### config.mk
export PLATFORM = sky130hd
export DESIGN_NAME = rv2t_instruction_fetch_queue
export DESIGN_NICKNAME = d
export VERILOG_FILES = /design/src/rtl/rv2t_instruction_fetch_queue.sv
export SDC_FILE = /design/constraint.sdc
export NUM_CORES = 1
export LEC_CHECK = 0
export ABC_AREA = 1
export BUFFER_PORTS_ARGS = -buffer_cell sky130_fd_sc_hd__buf_2
export CAP_MARGIN = 0
export CORE_ASPECT_RATIO = 1.75
export CORE_MARGIN = 4
export CORE_UTILIZATION = 53
export CTS_CLUSTER_SIZE = 16
export DETAILED_ROUTE_END_ITERATION = 8
export PLACE_DENSITY = 0.76
export SYNTH_ARGS = -nofsm -noshare
export SYNTH_HDL_FRONTEND = slang
export SYNTH_SLANG_ARGS = --single-unit
### constraint.sdc
create_clock -name clk -period 5.02 [get_ports clk]
set_input_delay 0 -clock clk [delete_from_list [all_inputs] [get_ports clk]]
set_output_delay 0 -clock clk [all_outputs]
set_load 0.01 [all_outputs]
### src/rtl/rv2t_instruction_fetch_queue.sv
// rv2t_instruction_fetch_queue
// Fetch stage feeding instruction decode. Issues one word read at a time to
// instruction memory, keeps up to two fetched {PC, IR} pairs in a small FIFO,
// and hands one pair to decode per fetch_next. A redirect flushes buffered
// entries and discards the data of a read that is still on the bus.
module rv2t_instruction_fetch_queue #(
  parameter int XLEN        = 32,
  parameter int PC_BITWIDTH = 24
) (
  input  logic                   clk,
  input  logic                   reset_n,
  input  logic                   sync_reset,
  input  logic                   fetch_start,
  input  logic [PC_BITWIDTH-1:0] start_addr,
  input  logic                   fetch_next,
  input  logic                   jump_active,
  input  logic [PC_BITWIDTH-1:0] jump_addr,
  output logic                   mem_read_req,
  output logic [PC_BITWIDTH-1:0] mem_read_addr,
  input  logic                   mem_read_ack,
  input  logic [XLEN-1:0]        mem_read_data,
  output logic                   enable_out,
  output logic [XLEN-1:0]        IR_out,
  output logic [PC_BITWIDTH-1:0] PC_out,
  output logic                   exception_instruction_addr_misaligned
);

  typedef enum logic [1:0] {
    S_IDLE = 2'd0,
    S_RUN  = 2'd1,
    S_HALT = 2'd2
  } state_t;

  // Control state
  state_t                 r_state;
  logic [PC_BITWIDTH-1:0] r_fetch_pc;   // address of the current / next read
  logic [PC_BITWIDTH-1:0] r_addr;       // address held on the bus while a read is outstanding
  logic                   r_req;        // a read is outstanding (req held until ack)
  logic                   r_drop;       // outstanding read belongs to a flushed stream
  logic [1:0]             r_count;      // FIFO occupancy, 0..2
  logic                   r_head;       // FIFO read slot
  logic                   r_pending;    // decode asked while the FIFO was empty
  logic                   r_enable;
  logic [XLEN-1:0]        r_ir_out;
  logic [PC_BITWIDTH-1:0] r_pc_out;
  logic                   r_exc;

  // FIFO storage (data only, never needs a reset value)
  logic [PC_BITWIDTH-1:0] r_q_pc [2];
  logic [XLEN-1:0]        r_q_ir [2];

  // Per-cycle decisions
  logic                   w_run;
  logic                   w_ack;
  logic                   w_jump;
  logic                   w_jump_mis;
  logic                   w_start;
  logic                   w_start_mis;
  logic                   w_flush;
  logic                   w_run_nxt;
  logic                   w_push;
  logic                   w_want_pop;
  logic                   w_pop;
  logic                   w_still_out;
  logic [1:0]             w_count_nxt;
  logic                   w_issue;
  logic                   w_tail;
  logic [PC_BITWIDTH-1:0] w_pc_nxt;

  assign w_run       = (r_state == S_RUN);
  // An ack only counts while a read is actually outstanding; a reset abandons it.
  assign w_ack       = mem_read_ack && r_req;
  assign w_jump      = w_run && jump_active;
  assign w_jump_mis  = w_jump && (jump_addr[1:0] != 2'b00);
  assign w_start     = !w_run && fetch_start;
  assign w_start_mis = w_start && (start_addr[1:0] != 2'b00);
  assign w_flush     = w_jump || w_start;
  assign w_run_nxt   = (w_run && !w_jump_mis) || (w_start && !w_start_mis);
  // Redirect beats an arriving ack, and data of a flushed stream is discarded.
  assign w_push      = w_ack && !r_drop && !w_flush;
  assign w_want_pop  = w_run && (fetch_next || r_pending);
  assign w_pop       = w_want_pop && (r_count != 2'd0) && !w_flush;
  assign w_still_out = r_req && !w_ack;
  assign w_tail      = r_head ^ r_count[0];
  // Issue only with the bus idle and room left for the returning word.
  assign w_issue     = w_run_nxt && !w_still_out && (w_count_nxt < 2'd2);

  assign mem_read_req                          = r_req;
  assign mem_read_addr                         = r_addr;
  assign enable_out                            = r_enable;
  assign IR_out                                = r_ir_out;
  assign PC_out                                = r_pc_out;
  assign exception_instruction_addr_misaligned = r_exc;

  // Next FIFO occupancy and next fetch PC for this cycle's events
  always_comb begin
    w_count_nxt = r_count;
    if (w_flush) begin
      w_count_nxt = 2'd0;
    end else if (w_push && !w_pop) begin
      w_count_nxt = r_count + 2'd1;
    end else if (!w_push && w_pop) begin
      w_count_nxt = r_count - 2'd1;
    end

    w_pc_nxt = r_fetch_pc;
    if (w_jump && !w_jump_mis) begin
      w_pc_nxt = jump_addr;
    end else if (w_start && !w_start_mis) begin
      w_pc_nxt = start_addr;
    end else if (w_push) begin
      w_pc_nxt = r_fetch_pc + PC_BITWIDTH'(4);
    end
  end

  // State machine, bus handshake, FIFO pointers and registered outputs
  always_ff @(posedge clk or negedge reset_n) begin
    if (!reset_n) begin
      r_state    <= S_IDLE;
      r_fetch_pc <= '0;
      r_addr     <= '0;
      r_req      <= 1'b0;
      r_drop     <= 1'b0;
      r_count    <= 2'd0;
      r_head     <= 1'b0;
      r_pending  <= 1'b0;
      r_enable   <= 1'b0;
      r_ir_out   <= '0;
      r_pc_out   <= '0;
      r_exc      <= 1'b0;
    end else if (sync_reset) begin
      r_state    <= S_IDLE;
      r_fetch_pc <= '0;
      r_addr     <= '0;
      r_req      <= 1'b0;
      r_drop     <= 1'b0;
      r_count    <= 2'd0;
      r_head     <= 1'b0;
      r_pending  <= 1'b0;
      r_enable   <= 1'b0;
      r_ir_out   <= '0;
      r_pc_out   <= '0;
      r_exc      <= 1'b0;
    end else begin
      if (w_jump_mis || w_start_mis) begin
        r_state <= S_HALT;
      end else if (w_start) begin
        r_state <= S_RUN;
      end

      r_fetch_pc <= w_pc_nxt;
      r_count    <= w_count_nxt;
      r_exc      <= w_jump_mis || w_start_mis;

      if (w_issue) begin
        r_req  <= 1'b1;
        r_addr <= w_pc_nxt;
      end else if (w_ack) begin
        r_req  <= 1'b0;
      end

      // A flushed read still finishes on the bus; remember to ignore its data.
      if (w_flush && w_still_out) begin
        r_drop <= 1'b1;
      end else if (w_ack) begin
        r_drop <= 1'b0;
      end

      if (w_flush) begin
        r_head <= 1'b0;
      end else if (w_pop) begin
        r_head <= ~r_head;
      end

      r_pending <= w_want_pop && !w_pop && !w_flush;

      r_enable <= w_pop;
      if (w_pop) begin
        r_ir_out <= r_q_ir[r_head];
        r_pc_out <= r_q_pc[r_head];
      end
    end
  end

  // FIFO write port: fetched word lands at the tail slot
  always_ff @(posedge clk) begin
    if (w_push) begin
      r_q_pc[w_tail] <= r_addr;
      r_q_ir[w_tail] <= mem_read_data;
    end
  end

endmodule

; ---- After elaboration in Yosys (flattened, before gate mapping)
; Memory sizes are Yosys's and may differ from the RTL's.
; Cells that the tools add are included.
[classes]
n_lt_le_gt_ge = 1
muxes = 30
n_reduce_logical = 43
bitwise_logic = 2
n_eq_ne = 1
n_addsub = 3
[ops]
columns = cell, count
row1 = 2-to-1 mux 24 bit, 8
row2 = 2-to-1 mux 32 bit, 2
row3 = "adder 24 x 3 -> 24 bit, second input constant", 1
row4 = logical AND 1 bit, 21
row5 = 2-to-1 mux 2 bit, 7
row6 = 2-to-1 mux 1 bit, 13
row7 = nonzero test 3 bit, 4
row8 = nonzero test 2 bit, 5
row9 = logical NOT 1 bit, 9
row10 = logical OR 1 bit, 4
row11 = "adder 2 x 1 -> 2 bit, second input constant", 1
row12 = "equality test 2 x 1 -> 1 bit, second input constant", 1
row13 = "less-than comparator 2 bit, second input constant", 1
row14 = "subtractor 2 x 1 -> 2 bit, second input constant", 1
row15 = inverter 1 bit, 1
row16 = XOR 1 bit, 1
[word_totals]
output_inout_bits = 83
regBits = 114
mem_bits_rw = 112
inputBits = 87
mem_count = 2
word_cells = 94
[mem_list]
columns = name, depth, word_bits, rd, rd_clocked_by_memory_dff, write_ports, line_no
row1 = r_q_ir, 2, 32, 1, 0, 1, 50  ; logic [XLEN-1:0] r_q_ir [2];
row2 = r_q_pc, 2, 24, 1, 0, 1, 49  ; logic [PC_BITWIDTH-1:0] r_q_pc [2];

; ---- Depth between registers and ports, before layout
[depth]
ltp_word = 15
depth_mapped = 18
ltp_nobuf = 16

; ---- Least setup slack after synthesis
; OpenSTA, ideal clock, no wires.
[synth_path]
path_kind = flip-flop to flip-flop
start = register r_head
end = memory r_q_ir[0][0] (enable)
arrival_time_ps = 3284
path_stages_with_launch = 6
required_ps = 4550
n_path_buf = 2
path_slack_ps = 1266
setup_ps = 470
period_less_slack_ps = 3754
cell_sequence = dfrtp_1 -> clkbuf_1 -> buf_2 -> xnor2_1 -> inv_1 -> nor2_1
[synth_via]
elab_chain_cells = 1
[synth_lines]
columns = item, line_no
row1 = "start, declared", 41  ; logic r_head;
row2 = "start signal, assigned", 172  ; r_head <= ~r_head;
row3 = XOR 1 bit, 84  ; assign w_tail = r_head ^ r_count[0];
row4 = "end, declared", 50
; No other way between the ends.

; ---- Final worst setup path
[layout_path]
start = register r_state[1]
end = register r_fetch_pc[12]
[layout_via]
elab_chain_cells = 10
word_cells_on_any_way = 17
classes_between = eq/ne (1) / mux (4) / reduce/logical (12)
[layout_lines]
columns = item, line_no
row1 = "start, declared", 35  ; state_t r_state;
row2 = "start signal, assigned", 119  ; r_state <= S_IDLE;
row3 = "start signal, assigned", 132  ; r_state <= S_IDLE;
row4 = "start signal, assigned", 146  ; r_state <= S_HALT;
row5 = equality test 2 x 1 -> 1 bit *, 70  ; assign w_run = (r_state == S_RUN);
row6 = logical NOT 1 bit, 75  ; assign w_start = !w_run && fetch_start;
row7 = logical AND 1 bit, 75
row8 = logical OR 1 bit, 77  ; assign w_flush = w_jump || w_start;
row9 = logical NOT 1 bit, 80  ; assign w_push = w_ack && !r_drop && !w_flush;
row10 = logical AND 1 bit, 80
row11 = 2-to-1 mux 24 bit, 111  ; end else if (w_push) begin
row12 = 2-to-1 mux 24 bit, 109  ; end else if (w_start && !w_start_mis) begin
row13 = 2-to-1 mux 24 bit *, 107  ; if (w_jump && !w_jump_mis) begin
row14 = 2-to-1 mux 24 bit *, 131  ; end else if (sync_reset) begin
row15 = "end signal, assigned", 151  ; r_fetch_pc <= w_pc_nxt;
row16 = "end, declared", 36  ; logic [PC_BITWIDTH-1:0] r_fetch_pc;
; Mark *: on every way between the ends. The rest lies on a longest branch, timed or not.
; A chain may end at the register's enable or synchronous reset.

==> impl_metrics.tcl <==
set metrics [dict create \
    postCtsHoldBufs 109 \
    synthFlopType "dfrtp_1" \
    fmax_mhz 273.7 \
    relSlewSlack 0.3270 \
    min-delay-path-class "input pin to flop" \
    antenna-diode-count 0 \
    cts_setup_buffers 0 \
    coreArea_sq_mm 0.01797 \
    synthTopCellsByArea "edfxtp_1 (35%), dfrtp_1 (29%), mux2i_1 (5.8%)" \
    layout_min_cycle_time_ns 3.654 \
    power_density_mw_per_mm2 311.9 \
    setup_ws_ns 1.366 \
    switching_share 0.2201 \
    synth_area_sq_mm 0.009686 \
    synth_edf_count 112 \
    switchingPower_uw 849.0 \
    placementRows 65 \
    drt-met1-wl_microns 8530 \
    tightestPinTransition_ns 1.009 \
    drive_gt1_frac 0.2451 \
    combPwrFrac 0.081 \
    final_nets 1209 \
    yosysTopAreaCell "edfxtp_1" \
    ant_nets 0 \
    antenna_found_initial 0 \
    finalSetupTns_ns 0 \
    finalSetupViolCount 0 \
    yosysMostFrequentCell "nand2_1" \
    cts_tree "yes" \
    ys_async_sr_fraction 0.5044 \
    pin_count 170 \
    wl_met2_microns 12550 \
    placed_area_sq_mm 0.01063 \
    dp_cells 1221 \
    finalHoldViolations 0 \
    path_clk_slew_ns 0.07 \
    synthTopCellsByCount "nand2_1 (145), dfrtp_1 (114), edfxtp_1 (112), nand3_1 (108), nor2_1 (58)" \
    h-tree-depth 1 \
    worstPathMaxFanout 23 \
    grtUsageTotal 0.2314 \
    worstPathArrival_ns 4.01 \
    clock_path_buffers 3 \
    p_int_mw 3.008 \
    ys_seq_area_frac 0.6418 \
    place_congestion 0.9140 \
    cts.sinks 226 \
    startpoint_type "flop" \
    routed_wirelength_microns 23530 \
    status "completed" \
    wl_met3_microns 1491 \
    design_area_sq_mm 0.01237 \
    cts_root_buf "clkbuf_16" \
    finalCritPeriodShare 0.7279 \
    grt_pass1_wl_microns 37630 \
    post-place-ws_ns 2.138 \
    dr_total_vias 7359 \
    first_pass_iters 6 \
    die_w_microns 110.2 \
    ys_warn_count 0 \
    clk-insertion-delay-late_ns 0.50 \
    stdcell_count 1364 \
    drc 0 \
    required_ns 5.38 \
    synth_cell_types 38 \
    p_seq_frac 0.523 \
    drv_slew 0 \
    portBuffers 169 \
    criticalPathCategory "flop to flop" \
    skew_ns 0.02290 \
    dieArea_sq_mm 0.02059 \
    max_cap_violations 0 \
    syn_inst 853 \
    numCtsBuffers 20 \
    routed.top_layer "met4" \
    synthToLayoutAreaGrowth_pct 27.68 \
    synth-seq-cells 226 \
    wl_per_cell_microns 17.25 \
    syn_area_per_cell_sq_um 11.35 \
    cts_resized 0 \
    rsz0062_at_grt "false" \
    grt_max_degree 69 \
    first_iter_violations 384 \
    vias_per_cell 5.395 \
    initial_core_util 0.5389 \
    hpwl_microns 14920 \
    leakage_nw 5.495 \
    yosysTopAreaCellShare 0.3472 \
    nFillCells 1336 \
    worst_setup_path_end_kind "flop" \
    grt_pass1_vias 7546 \
    pwr-share-clk 0.396 \
    die_h_microns 186.8 \
    grt_overflow_total 0 \
    syn_nets 944 \
    ir_drop_mv 0.2148 \
]
## worst max-delay path, cell delays in order, from the launching register on
cell	delay (ns)
dfrtp_1	0.38
inv_2	0.07
nand3_2	0.12
nor3_4	0.77
inv_1	0.63
nor2_1	0.21
inv_1	0.08
nand2_1	0.06
dlygate4sd3_1	0.54
nor2_1	0.05
dlygate4sd3_1	0.58
## placed cells by master (no fill, tap or decap), types with 4 or more instances in the layout
| master | synthesis | layout |
|---|---|---|
| dfrtp_1 | 114 | 113 |
| inv_2 | 7 | 8 |
| edfxtp_1 | 112 | 112 |
| buf_4 | 4 | 9 |
| o21bai_1 | 6 | 6 |
| clkinv_2 | 0 | 4 |
| ha_1 | 4 | 4 |
| nor2_4 | 6 | 8 |
| nand2_1 | 145 | 145 |
| dlygate4sd3_1 | 0 | 109 |
| mux2i_1 | 56 | 56 |
| buf_2 | 7 | 168 |
| nand3_1 | 108 | 108 |
| nand4_1 | 8 | 8 |
| clkbuf_16 | 0 | 21 |
| a21oi_1 | 36 | 36 |
| inv_1 | 49 | 48 |
| nor2_1 | 58 | 56 |
| o21ai_2 | 41 | 41 |
| o21ai_0 | 37 | 37 |
## layer usage
| metal | vias up | track usage |
|---|---|---|
| met5 | - | 0 |
| met4 | 0 | 0.09483 |
| met3 | 68 | 0.03074 |
| met2 | 289 | 0.4086 |
| met1 | 3528 | 0.2795 |
| li1 | 3474 | - |
## worst paths after layout
kind                                          startpoint                                               to  slack [ns]  cells after the start
min                                        start_addr[0]  exception_instruction_addr_misaligned$_DFF_PN0_       0.005                      5
max reg2reg                       r_state[1]$_DFFE_PN0P_                         r_fetch_pc[12]$_DFF_PN0_        1.37                     10
min reg2reg                mem_read_addr[15]$_DFFE_PN0P_                          r_q_pc[0][15]$_DFFE_PP_        0.49                      0
max in group asynchronous                        reset_n                           IR_out[31]$_DFFE_PN0P_        3.66                      3
max                               r_state[1]$_DFFE_PN0P_                         r_fetch_pc[12]$_DFF_PN0_        1.37                     10
min in group asynchronous                        reset_n                         r_fetch_pc[20]$_DFF_PN0_        0.16                      2
## cell type report
class,instances,area [sq um],area share
flip-flops and latches,226,6220,0.5029
multi-input cells,528,2994,0.2421
repair buffers,286,1999,0.1617
clock buffers,25,550.5,0.04452
well taps,234,292.8,0.02367
inverters,56,210.2,0.01700
clock inverters,9,100.1,0.008094
## metrics by stage
stage | total power, mW | utilization | hold slack (ns)
2_1_floorplan | 2.182 | - | -0.2956
3_3_place_gp | 2.286 | 0.5912 | 0.1661
3_5_place_dp | 2.295 | 0.5912 | 0.1626
4_1_cts | 3.885 | 0.6881 | 0.003853
5_1_grt | 3.995 | 0.6881 | 0.06607
6_report | 3.857 | 0.6881 | 0.005186
## sequential cells by signal (all words and copies together), names as in the netlist
signal / flops
IR_out: 32
exception_instruction_addr_misaligned: 1
r_q_pc: 48
r_head: 1
PC_out: 24
r_count: 2
r_state: 2
mem_read_addr: 24
enable_out: 1
r_drop: 1
r_q_ir: 64
r_fetch_pc: 24
r_pending: 1
mem_read_req: 1
## power by group through the flow
stage          sequential [mW]  combinational (mW)  clock, mW
2_1_floorplan             2.05               0.128          0
3_3_place_gp              2.05               0.232          0
3_5_place_dp              2.06               0.239          0
4_1_cts                   2.02               0.307       1.56
5_1_grt                   2.02               0.342       1.63
6_report                  2.02               0.312       1.53
## logic make-up (layout without fill, tap and decap cells)
family	after synthesis	count (layout)	synth area share
and+or+nand+nor	341	341	0.1595
DFF	226	226	0.6418
AOI/OAI and AO/OA	125	125	0.08319
buffers and inverters	99	376	0.05064
muxes	56	56	0.05787
adders and majority gates	4	4	0.005167
xor gates and xnor gates	2	2	0.001809
Note: power is estimated with default switching activity, not from simulation.
